**src/rtl/mem_bus_arbiter.sv**
```systemverilog
// mem_bus_arbiter: round-robin two-master valid/ready bus arbiter with a watchdog that aborts hung transactions
module mem_bus_arbiter #(
  parameter int TIMEOUT = 256,
  parameter logic [31:0] ERR_DATA = 32'hDEAD_BEEF
) (
  input  logic        clk,
  input  logic        rst,
  input  logic        m0_valid,
  input  logic [31:0] m0_addr,
  input  logic [31:0] m0_wdata,
  input  logic [3:0]  m0_wstrb,
  output logic        m0_ready,
  output logic [31:0] m0_rdata,
  input  logic        m1_valid,
  input  logic [31:0] m1_addr,
  input  logic [31:0] m1_wdata,
  input  logic [3:0]  m1_wstrb,
  output logic        m1_ready,
  output logic [31:0] m1_rdata,
  output logic        s_valid,
  output logic [31:0] s_addr,
  output logic [31:0] s_wdata,
  output logic [3:0]  s_wstrb,
  input  logic        s_ready,
  input  logic [31:0] s_rdata,
  output logic [1:0]  grant,
  output logic        timeout,
  output logic [7:0]  timeout_count
);
  localparam int CW = $clog2(TIMEOUT);
  typedef enum logic [1:0] {IDLE, BUSY, ABORT} state_t;
  state_t state_q, state_d;
  logic [1:0] grant_q, grant_d;
  logic last_q, last_d;
  logic [CW-1:0] cnt_q, cnt_d;
  logic [7:0] tcnt_q, tcnt_d;
  logic own, busy, abrt;
  assign own  = grant_q[1];
  assign busy = state_q == BUSY;
  assign abrt = state_q == ABORT;
  always_ff @(posedge clk) begin
    if (rst) begin
      state_q <= IDLE;
      grant_q <= 2'b00;
      last_q  <= 1'b1;
      cnt_q   <= '0;
      tcnt_q  <= '0;
    end else begin
      state_q <= state_d;
      grant_q <= grant_d;
      last_q  <= last_d;
      cnt_q   <= cnt_d;
      tcnt_q  <= tcnt_d;
    end
  end
  always_comb begin
    state_d = state_q;
    grant_d = grant_q;
    last_d  = last_q;
    cnt_d   = cnt_q;
    tcnt_d  = tcnt_q;
    case (state_q)
      IDLE: if (m0_valid || m1_valid) begin
        state_d = BUSY;
        grant_d = (m1_valid && (!m0_valid || !last_q)) ? 2'b10 : 2'b01;
        cnt_d   = '0;
      end
      BUSY: if (s_ready) begin
        state_d = IDLE;
        grant_d = 2'b00;
        last_d  = own;
      end else if (cnt_q == CW'(TIMEOUT - 1)) begin
        state_d = ABORT;
      end else begin
        cnt_d = cnt_q + CW'(1);
      end
      ABORT: begin
        state_d = IDLE;
        grant_d = 2'b00;
        last_d  = own;
        tcnt_d  = (tcnt_q == 8'hFF) ? tcnt_q : tcnt_q + 8'd1;
      end
      default: begin
        state_d = IDLE;
        grant_d = 2'b00;
      end
    endcase
  end
  assign s_valid       = busy && (own ? m1_valid : m0_valid);
  assign s_addr        = busy ? (own ? m1_addr : m0_addr) : '0;
  assign s_wdata       = busy ? (own ? m1_wdata : m0_wdata) : '0;
  assign s_wstrb       = busy ? (own ? m1_wstrb : m0_wstrb) : '0;
  assign m0_ready      = grant_q[0] && (busy ? s_ready : abrt);
  assign m1_ready      = grant_q[1] && (busy ? s_ready : abrt);
  assign m0_rdata      = !grant_q[0] ? '0 : busy ? s_rdata : abrt ? ERR_DATA : '0;
  assign m1_rdata      = !grant_q[1] ? '0 : busy ? s_rdata : abrt ? ERR_DATA : '0;
  assign grant         = grant_q;
  assign timeout       = abrt;
  assign timeout_count = tcnt_q;
endmodule

```
**config.mk**
```make
export PLATFORM = sky130hd
export DESIGN_NAME = mem_bus_arbiter
export DESIGN_NICKNAME = d
export VERILOG_FILES = /design/src/rtl/mem_bus_arbiter.sv
export SDC_FILE = /design/constraint.sdc
export NUM_CORES = 1
export LEC_CHECK = 0
export BUFFER_PORTS_ARGS = -buffer_cell sky130_fd_sc_hd__buf_4
export CORE_AREA = 2 2 122 124
export CTS_BUF_LIST = sky130_fd_sc_hd__clkbuf_8
export CTS_CLUSTER_SIZE = 8
export DETAILED_ROUTE_END_ITERATION = 6
export DIE_AREA = 0 0 124 126
export PLACE_DENSITY = 0.6
export SLEW_MARGIN = 10
export SYNTH_ARGS = -nofsm -noshare
export SYNTH_HDL_FRONTEND = slang
export SYNTH_SLANG_ARGS = --single-unit
```
**constraint.sdc**
```tcl
create_clock -name clk -period 1.8 [get_ports clk]
set_input_delay 0.27 -clock clk [delete_from_list [all_inputs] [get_ports clk]]
set_output_delay 0.27 -clock clk [all_outputs]
set_load 0.005 [all_outputs]
```
* Yosys cells after proc, flatten, opt, wreduce, memory -nomap -nowiden
Cells that the tools add are included.
** Storage, ports and cells
- Register bits after elaboration :: 21
- Logic and storage cells :: 59
** Operators by class
- Add/subtract/negate cells :: 2
- Eq/ne operators :: 9
- Muxes and demuxes :: 26
- Bitwise gates (word level) :: 1
- Reduce and logical (&&, ||, !) cells :: 16
** Operators by type and width (count)
- $mux 32 :: 8
- $mux 8 :: 3
- $add 8x1->8 const B :: 2
- $eq 8x8->1 const B :: 2
- $pmux 8 s2 :: 1
- $mux 2 :: 6
- $mux 4 :: 2
- $ne 2x2->1 const B :: 4
- $pmux 2 s2 :: 2
- $reduce_and 2->1 :: 4
- $logic_and 1x1->1 :: 4
- $reduce_and 4->1 :: 1
- $reduce_bool 2->1 :: 2
- $mux 1 :: 3
- $ne 3x2->1 const B :: 1
- $eq 2x1->1 const B :: 1
- $eq 2x2->1 const B :: 1
- $logic_not 1->1 :: 2
- $logic_not 2->1 :: 1
- $logic_or 1x1->1 :: 2
- $pmux 1 s2 :: 1
- $not 1->1 :: 1

* Logic depth before layout (Yosys ltp)
Gate-level depths: netlist (run 1).
- Depth in word-level cells :: 6
- Depth in mapped cells :: 5
- Gate-level depth less buffers :: 5

* Least setup slack after synthesis (run 1)
OpenSTA, ideal clock, no wires.
- Kind :: reg2reg
- From :: register cnt_q[0]
- To :: register cnt_q[6]
- Setup time :: 0.058 ns
- Arrival time :: 1.523 ns
- Slack :: 0.219 ns
- Cell stages (with the launch flop) :: 6
- Path buffers :: 0
- Period minus slack after synthesis :: 1.581 ns
- Cells stage by stage :: dfxtp_1 ha_1 and3_4 a2111oi_4 nor3b_2 a211o_1
** Between the ends
- Cells in the longest elaborated chain, start to end :: 4
** Ends and longest elaborated chain
- from (decl) :: line 35 : logic [CW-1:0] cnt_q, cnt_d;
- from (signal assigned) :: line 52 : cnt_q <= cnt_d;
- $add 8x1->8 :: line 75 : cnt_d = cnt_q + CW'(1);
- $mux 8 :: line 72 : end else if (cnt_q == CW'(TIMEOUT - 1)) begin
- $mux 8 :: line 68 : BUSY: if (s_ready) begin
- $pmux 8 s2 :: line 62 : case (state_q)
Several ways; a longest one is shown, not always the timed one. The select of a mux whose other input is x is not followed.
A chain may end at the register's enable or synchronous reset.

* Worst setup path in the final report (run 1)
- From :: register state_q[0]
- To :: output m0_rdata[31]
** Between the ends
- Cells in the longest elaborated chain, start to end :: 4
** Ends and longest elaborated chain
- from (decl) :: line 32 : state_t state_q, state_d;
- from (signal assigned) :: line 49 : state_q <= state_d;
- $eq 2x2->1 :: line 40 : assign abrt = state_q == ABORT;
- $mux 32 :: line 95 : assign m0_rdata = !grant_q[0] ? '0 : busy ? s_rdata : abrt ? ERR_DATA : '0;
- $mux 32 * (2 in series) :: line 95
- to (decl) :: line 13 : output logic [31:0] m0_rdata,
Every way passes the cells marked *; elsewhere a longest branch is shown, timed or not.

==> qor.json, run 1 <==
{
  "logic_synthesis": {
    "yosysSeqAreaShare_pct": 15.8,
    "netlist.area_leader.share_pct": 26.3,
    "post-synth-top-count-cell": "sky130_fd_sc_hd__nor2_1",
    "yosys-top-cells-count": "sky130_fd_sc_hd__nor2_1 (84), sky130_fd_sc_hd__mux2i_1 (70), sky130_fd_sc_hd__nor2b_1 (53), sky130_fd_sc_hd__a21oi_1 (29), sky130_fd_sc_hd__dfxtp_1 (21)",
    "cell_type_with_the_largest_total_area_after_synthesis": "sky130_fd_sc_hd__mux2i_1",
    "yosys-top-cells-area": "sky130_fd_sc_hd__mux2i_1 (26%), sky130_fd_sc_hd__dfxtp_1 (16%), sky130_fd_sc_hd__nor2b_1 (12%)",
    "syn_nets": 551,
    "async_set_or_reset_register_ratio_after_synthesis_pct": 0,
    "synth_cell_type_count": 43,
    "ys_seq_elements": 21,
    "postSynth.topFlopCell": "sky130_fd_sc_hd__dfxtp_1",
    "synthesis.yosys.warnings": 0,
    "synth-edff-count": 0,
    "post_synth_instance_area_sq_um": 2660,
    "synthCells": 376,
    "synth.avg_cell_area_sq_um": 7.08
  },
  "cts": {
    "cts_inserted_buffers": 3,
    "cts_hold_repair.buffers": 0,
    "worstSkewPairLatency_ns": 0.26,
    "clockBufferDepth": 2,
    "tritoncts": "done",
    "cts_root_buffer": "sky130_fd_sc_hd__clkbuf_8",
    "clock-sinks": 21,
    "htreeDepth": 1,
    "clkSlewWorstSetupHoldPaths_ns": 0.08
  },
  "worst_hold_path": {
    "worstHoldEndpoint": "state_q[1]",
    "hold_depth": 2,
    "min_from": "s_ready",
    "timing.hold.worst.class": "input port to flip-flop"
  },
  "sta": {
    "finalWorstPathRequiredPeriod_ns": 1.77,
    "hold_slack_ns": 0.260,
    "clock.fmax_mhz": 565,
    "final_cycle_utilization_of_the_critical_path_pct": 98.3,
    "unrepaired_setup_endpoints_after_global_routing": "true",
    "final-hold-violation-count": 0,
    "max_slew.worst_pin.slew_ns": 0.456,
    "final-max-slew-violation-count": 0,
    "setup-violations-final": 0,
    "fin_worst_skew_ns": 0.00680,
    "worst_slew_margin_rel_pct": 69.4
  },
  "cells_and_area": {
    "drive_gt1_share_pct": 54.3,
    "antennaDiodeCount": 0,
    "final_core_utilization_pct": 38.8,
    "flow.area_growth_from_synthesis_pct": 108,
    "final_nets": 865
  },
  "critical_path": {
    "rr_startpoint": "cnt_q[0]",
    "regToRegSetupSlack_ns": 0.17,
    "setup.worst_path.start_class": "flip-flop",
    "critPathMaxFanout": 8,
    "classification_of_the_worst_setup_path": "flip-flop to output pin",
    "worstReg2RegEnd": "cnt_q[6]",
    "timing.reg2reg.worst_path_depth": 5,
    "timing.critical_path.required_ns": 1.53,
    "endpoint_kind": "output pin",
    "crit_path_dat_ns": 1.50
  },
  "floorplan": {
    "die_area_sq_um": 15600,
    "core_area_sq_um": 14300,
    "die_y_um": 126,
    "initial_core_util_pct": 18.6,
    "fp.dieW_um": 124,
    "count_of_pins_on_the_block_boundary": 319,
    "num_rows": 44
  },
  "power": {
    "max-vdd-ir-drop_uv": 172,
    "power_leakage_nw": 2.67,
    "power_density_nw_per_um2": 338
  },
  "global_routing": {
    "grt_pass1_wl_um": 18600,
    "grt_pass1_vias": 3431,
    "grt_overflow": 0,
    "grt_max_degree": 42,
    "grt_antenna_before_repair": 0,
    "groute.usage.overall_pct": 15.2
  },
  "drt": {
    "routed_wire_length_per_instance_um": 15.3,
    "drc_errors": 0,
    "via_per_inst": 4.34,
    "drt_wl_total_um": 13300,
    "firstDrtPassIters": 4,
    "routed-via-count": 3787,
    "detailedRoute.firstIterationViolations": 154,
    "antenna_left": 0
  },
  "place": {
    "gp_congestion": 0.834,
    "numPortBuffers": 318,
    "dpl_hpwl_um": 10900
  },
  "flow_run": {
    "cap_viol_max_count": 0
  },
  "status": {
    "status": "complete, no violations"
  }
}
## cells by family after synthesis
| logic type | after synthesis | synth area share [%] |
|---|---|---|
| XOR/XNOR | 1 | 0.329 |
| AND/OR/NAND/NOR | 191 | 37.0 |
| multiplexers | 73 | 27.6 |
| buffers and inverters | 36 | 5.87 |
| adder cells (fa/ha/maj) | 2 | 0.939 |
| flip-flops | 21 | 15.8 |
| AO/OA/AOI/OAI | 52 | 12.5 |
## state kept, by name, summed over array words and instances, names as in the netlist
register / cells
grant: 2
state_q: 2
last_q: 1
timeout_count: 8
cnt_q: 8
## worst max-delay path: stages, from the launching register on
cell	delay [ns]
sky130_fd_sc_hd__dfxtp_4	0.38
sky130_fd_sc_hd__and2b_1	0.21
sky130_fd_sc_hd__buf_4	0.16
sky130_fd_sc_hd__buf_6	0.14
sky130_fd_sc_hd__a21oi_2	0.14
sky130_fd_sc_hd__nor2b_1	0.07
sky130_fd_sc_hd__buf_4	0.13
## through the flow
stage	worst slack (ns)	power [mW]	std cells	setup TNS [ns]	cell area (sq um)
6_report	0.0297	1.87	873	0	5550
3_3_place_gp	0.0887	1.52	862	0	5340
5_1_grt	-0.0596	1.99	873	-1.41	5550
4_1_cts	-0.0593	1.86	869	-1.35	5430
3_5_place_dp	0.0410	1.52	862	0	5340
2_1_floorplan	0.219	0.885	376	0	2660
## worst max-delay path by stage
stage | startpoint | end | slack [ns] | cells past startpoint
finish | state_q[0] | m0_rdata[31] | 0.03 | 6
global route | state_q[0] | m0_rdata[31] | -0.06 | 6
CTS | state_q[1] | s_addr[27] | -0.06 | 5
detailed placement | cnt_q[0] | cnt_q[7] | 0.04 | 5
global placement | cnt_q[0] | cnt_q[6] | 0.09 | 5
floorplan | cnt_q[0] | cnt_q[6] | 0.22 | 5
## power by group
| part | internal [mW] | total [mW] | switching [mW] |
|---|---|---|---|
| Clock | 0.157 | 0.319 | 0.162 |
| Sequential | 0.471 | 0.484 | 0.0128 |
| Combinational | 0.636 | 1.07 | 0.435 |
## final cells by class
| class | count | area, sq um |
|---|---|---|
| inverters | 3 | 11.3 |
| fillers | 1524 | 8770 |
| clock inverters | 1 | 6.26 |
| well taps | 184 | 230 |
| multi-input cells | 319 | 2160 |
| flip-flops and latches | 21 | 432 |
| clock buffers | 3 | 41.3 |
| repair buffers | 342 | 2660 |
## metal layers
layer	part of all wire, %	wire [um]	up-vias	global-route usage [%]
met1	41	5510	1682	19.4
met2	49	6590	170	26.7
met4	1.2	157	0	2.84
met3	8.0	1060	10	2.63
met5	0	0	-	0
li1	-	-	1925	-
## layout by cell type, fill, tap and decap left out, drive strengths merged
cell type	Yosys	layout
clkbuf	15	4
and4	2	2
a21boi	1	1
a211o	3	3
a211oi	3	3
a41oi	2	2
o21a	1	1
nor2	84	84
buf	18	341
a31oi	5	5
nor3b	3	3
nand3	5	5
ha	2	2
nor2b	53	53
a22oi	1	1
nand4	2	2
o21ai	4	4
mux2i	70	70
a22o	1	1
and2	1	1
a2111oi	1	1
inv	3	4
and2b	1	1
a21oi	29	29
nand2b	2	2
mux2	3	3
nor4	4	4
xor2	1	1
or3	2	2
nand2	7	7
nor3	6	6
o31ai	1	1
and3	19	19
dfxtp	21	21
## what timing repair did
| action | CTS | global route |
|---|---|---|
| pin swaps | 0 | 1 |
| setup endpoints to repair | 100 | 112 |
| cloned | 0 | 1 |
| setup buffers | 3 | 3 |
| gates resized for setup | 4 | 19 |
(Power assumes the default switching activity.)
==> run 2, diff against run 1 <==
--- a/config.mk
+++ b/config.mk
@@ -5,13 +5,14 @@
 export SDC_FILE = /design/constraint.sdc
 export NUM_CORES = 1
 export LEC_CHECK = 0
+export ABC_AREA = 1
 export BUFFER_PORTS_ARGS = -buffer_cell sky130_fd_sc_hd__buf_4
-export CORE_AREA = 2 2 122 124
+export CORE_AREA = 2 2 125 127
 export CTS_BUF_LIST = sky130_fd_sc_hd__clkbuf_8
 export CTS_CLUSTER_SIZE = 8
 export DETAILED_ROUTE_END_ITERATION = 6
-export DIE_AREA = 0 0 124 126
-export PLACE_DENSITY = 0.6
+export DIE_AREA = 0 0 127 129
+export PLACE_DENSITY = 0.58
 export SLEW_MARGIN = 10
 export SYNTH_ARGS = -nofsm -noshare
 export SYNTH_HDL_FRONTEND = slang
==> run 2 against run 1 <==
Compared with the run above: cell count grew 18%; synthesized cell count rose by 41%; highest routed layer unchanged; register-to-register slack improved by 0.07 ns; via count increased by 18%.
==> qor.json, run 2 <==
{
  "sta": {
    "max_slew.worst_pin.slew_ns": 0.371,
    "final-max-slew-violation-count": 0,
    "setup-violations-final": 0,
    "fin_worst_skew_ns": 0.00304,
    "unrepaired_setup_endpoints_after_global_routing": "true",
    "worst_slew_margin_rel_pct": 75.0,
    "final-hold-violation-count": 0,
    "final_cycle_utilization_of_the_critical_path_pct": 98.2,
    "final.setup.tns_ns": 0,
    "hold_slack_ns": 0.246,
    "clock.fmax_mhz": 566,
    "finalWorstPathRequiredPeriod_ns": 1.77
  },
  "floorplan": {
    "die_area_sq_um": 16400,
    "count_of_pins_on_the_block_boundary": 319,
    "fp.dieW_um": 127,
    "core_area_sq_um": 15000,
    "die_y_um": 129,
    "num_rows": 45,
    "initial_core_util_pct": 18.1
  },
  "global_routing": {
    "grt_overflow": 0,
    "grt_antenna_before_repair": 0,
    "grt_pass1_wl_um": 23100,
    "grt_pass1_vias": 4012,
    "grt_max_degree": 49,
    "grt_met2_use_pct": 29.8,
    "grtUsageMet1_pct": 22.1,
    "top_usage_layer": "met2",
    "grt_util_met3_pct": 9.90,
    "groute.usage.overall_pct": 18.2
  },
  "cells_and_area": {
    "flow.area_growth_from_synthesis_pct": 108,
    "final_nets": 1015,
    "antennaDiodeCount": 0,
    "commonest_cells_after_routing_fill_and_taps_aside": "sky130_fd_sc_hd__buf_4 (333), sky130_fd_sc_hd__nand2_1 (190), sky130_fd_sc_hd__nor2_1 (72)",
    "register_area_sq_um": 429,
    "layout_commonest_cell": "sky130_fd_sc_hd__buf_4",
    "post_route_non_filler_standard_cell_count": 1027,
    "drive_gt1_share_pct": 47.4,
    "filler_cell_count": 1644,
    "multiInputGateArea_sq_um": 2020
  },
  "logic_synthesis": {
    "ys_seq_elements": 21,
    "post_synth_instance_area_sq_um": 2700,
    "post-synth-top-count-cell": "sky130_fd_sc_hd__nand2_1",
    "yosysSeqAreaShare_pct": 15.5,
    "synth.avg_cell_area_sq_um": 5.10,
    "async_set_or_reset_register_ratio_after_synthesis_pct": 0,
    "yosys-top-cells-area": "sky130_fd_sc_hd__nand2_1 (27%), sky130_fd_sc_hd__dfxtp_1 (16%), sky130_fd_sc_hd__a21oi_1 (15%)",
    "postSynth.topFlopCell": "sky130_fd_sc_hd__dfxtp_1",
    "synthCells": 530,
    "synthesis.yosys.warnings": 0,
    "syn_nets": 705,
    "yosys-top-cells-count": "sky130_fd_sc_hd__nand2_1 (191), sky130_fd_sc_hd__a21oi_1 (80), sky130_fd_sc_hd__nor2_1 (74), sky130_fd_sc_hd__inv_1 (34), sky130_fd_sc_hd__nand3_1 (23)",
    "netlist.area_leader.share_pct": 26.5,
    "synth_cell_type_count": 24,
    "synth-edff-count": 0,
    "cell_type_with_the_largest_total_area_after_synthesis": "sky130_fd_sc_hd__nand2_1"
  },
  "cts": {
    "worstSkewPairLatency_ns": 0.26,
    "clkSlewWorstSetupHoldPaths_ns": 0.08,
    "clockBufferDepth": 2,
    "clock-sinks": 21,
    "tritoncts": "done",
    "cts_hold_repair.buffers": 0,
    "cts_root_buffer": "sky130_fd_sc_hd__clkbuf_8",
    "cts_inserted_buffers": 3,
    "htreeDepth": 1
  },
  "critical_path": {
    "worstReg2RegEnd": "cnt_q[3]",
    "rr_startpoint": "cnt_q[0]",
    "critical-path-slowest-cell": "sky130_fd_sc_hd__dfxtp_4",
    "cp_num_buf_inv": 3,
    "cp_slowest_stage_delay_ns": 0.37,
    "timing.critical_path.required_ns": 1.53,
    "cp_top_family": "buffers and inverters",
    "critPathLaunch": "state_q[1]",
    "setup.worst_path.start_class": "flip-flop",
    "endpoint_kind": "output pin",
    "crit_path_cell_trace": "inv_4 -> nor2_2 -> or2_4 -> buf_12 -> o21ai_2 -> nor2_1 -> buf_4",
    "crit_path_dat_ns": 1.50,
    "critPathMaxFanout": 18,
    "classification_of_the_worst_setup_path": "flip-flop to output pin",
    "regToRegSetupSlack_ns": 0.24,
    "timing.reg2reg.worst_path_depth": 8
  },
  "worst_hold_path": {
    "timing.hold.worst.class": "input port to flip-flop",
    "min_from": "rst",
    "worstHoldEndpoint": "timeout_count[3]",
    "hold_depth": 2
  },
  "place": {
    "dp_cells": 1020,
    "numPortBuffers": 318,
    "dpl_hpwl_um": 13700,
    "gp_congestion": 0.890
  },
  "drt": {
    "routed-via-count": 4480,
    "drc_errors": 0,
    "firstDrtPassIters": 5,
    "antenna_left": 0,
    "drt_wl_total_um": 16600,
    "via_per_inst": 4.36,
    "routed_wire_length_per_instance_um": 16.2,
    "detailedRoute.firstIterationViolations": 174
  },
  "power": {
    "power_density_nw_per_um2": 368,
    "max-vdd-ir-drop_uv": 261,
    "power_leakage_nw": 2.88,
    "total_power_mw": 2.07
  },
  "status": {
    "status": "complete, no violations"
  },
  "flow_run": {
    "cap_viol_max_count": 0
  }
}
## run 2: final cells by class
cell class                      instances  area share (%)
Clock buffer                            3           0.735
Clock inverter                          1          0.0668
Inverter                               37            2.54
Multi-Input combinational cell        432            36.0
Sequential cell                        21            7.64
Tap cell                              188            4.19
Timing Repair Buffer                  345            48.8
## run 2: through the flow
step                      cell area, sq um  worst slack (ns)  util (%)
after floorplan                       2700             0.441         -
after global placement                5450            0.0857      36.4
after detailed placement              5450            0.0795      36.4
after CTS                             5570           -0.0370      37.2
after global routing                  5620           -0.0501      37.5
final                                 5620            0.0317      37.5
## run 2: worst max path at each step
stage	to	slack, ns	cells after the start
floorplan	m0_rdata[10]	0.44	7
global placement	m0_rdata[11]	0.09	7
detailed placement	m0_rdata[1]	0.08	7
CTS	m0_rdata[11]	-0.04	7
global route	m1_rdata[15]	-0.05	7
finish	m1_rdata[15]	0.03	7
## run 2: routing by layer
| layer | vias up | share of wire, % | routed length, um |
|---|---|---|---|
| met5 | - | 0 | 0 |
| met4 | 0 | 0.50 | 83 |
| met3 | 12 | 14 | 2320 |
| met2 | 206 | 45 | 7540 |
| met1 | 1955 | 40 | 6660 |
| li1 | 2307 | - | - |
## run 2: timing repair
action / in CTS / in global routing
setup buffers: 2 / 0
cloned: 1 / 0
resized for setup: 11 / 14
endpoints found under the setup margin: 102 / 57
pin swaps: 1 / 1
## run 2: kinds of logic after synthesis
logic type                 Yosys count  share of synthesized area (%)
adders and majority gates            2                          0.925
DFF                                 21                           15.5
AOI/OAI and AO/OA                  112                           23.6
and+or+nand+nor                    317                           47.3
xor gates and xnor gates             1                          0.324
buffers and inverters               77                           12.4
## run 2: power breakdown
part | leakage (nW) | switching (mW) | internal (mW)
Clock | 0.0269 | 0.165 | 0.152
Sequential | 0.172 | 0.0140 | 0.473
Combinational | 2.68 | 0.596 | 0.669
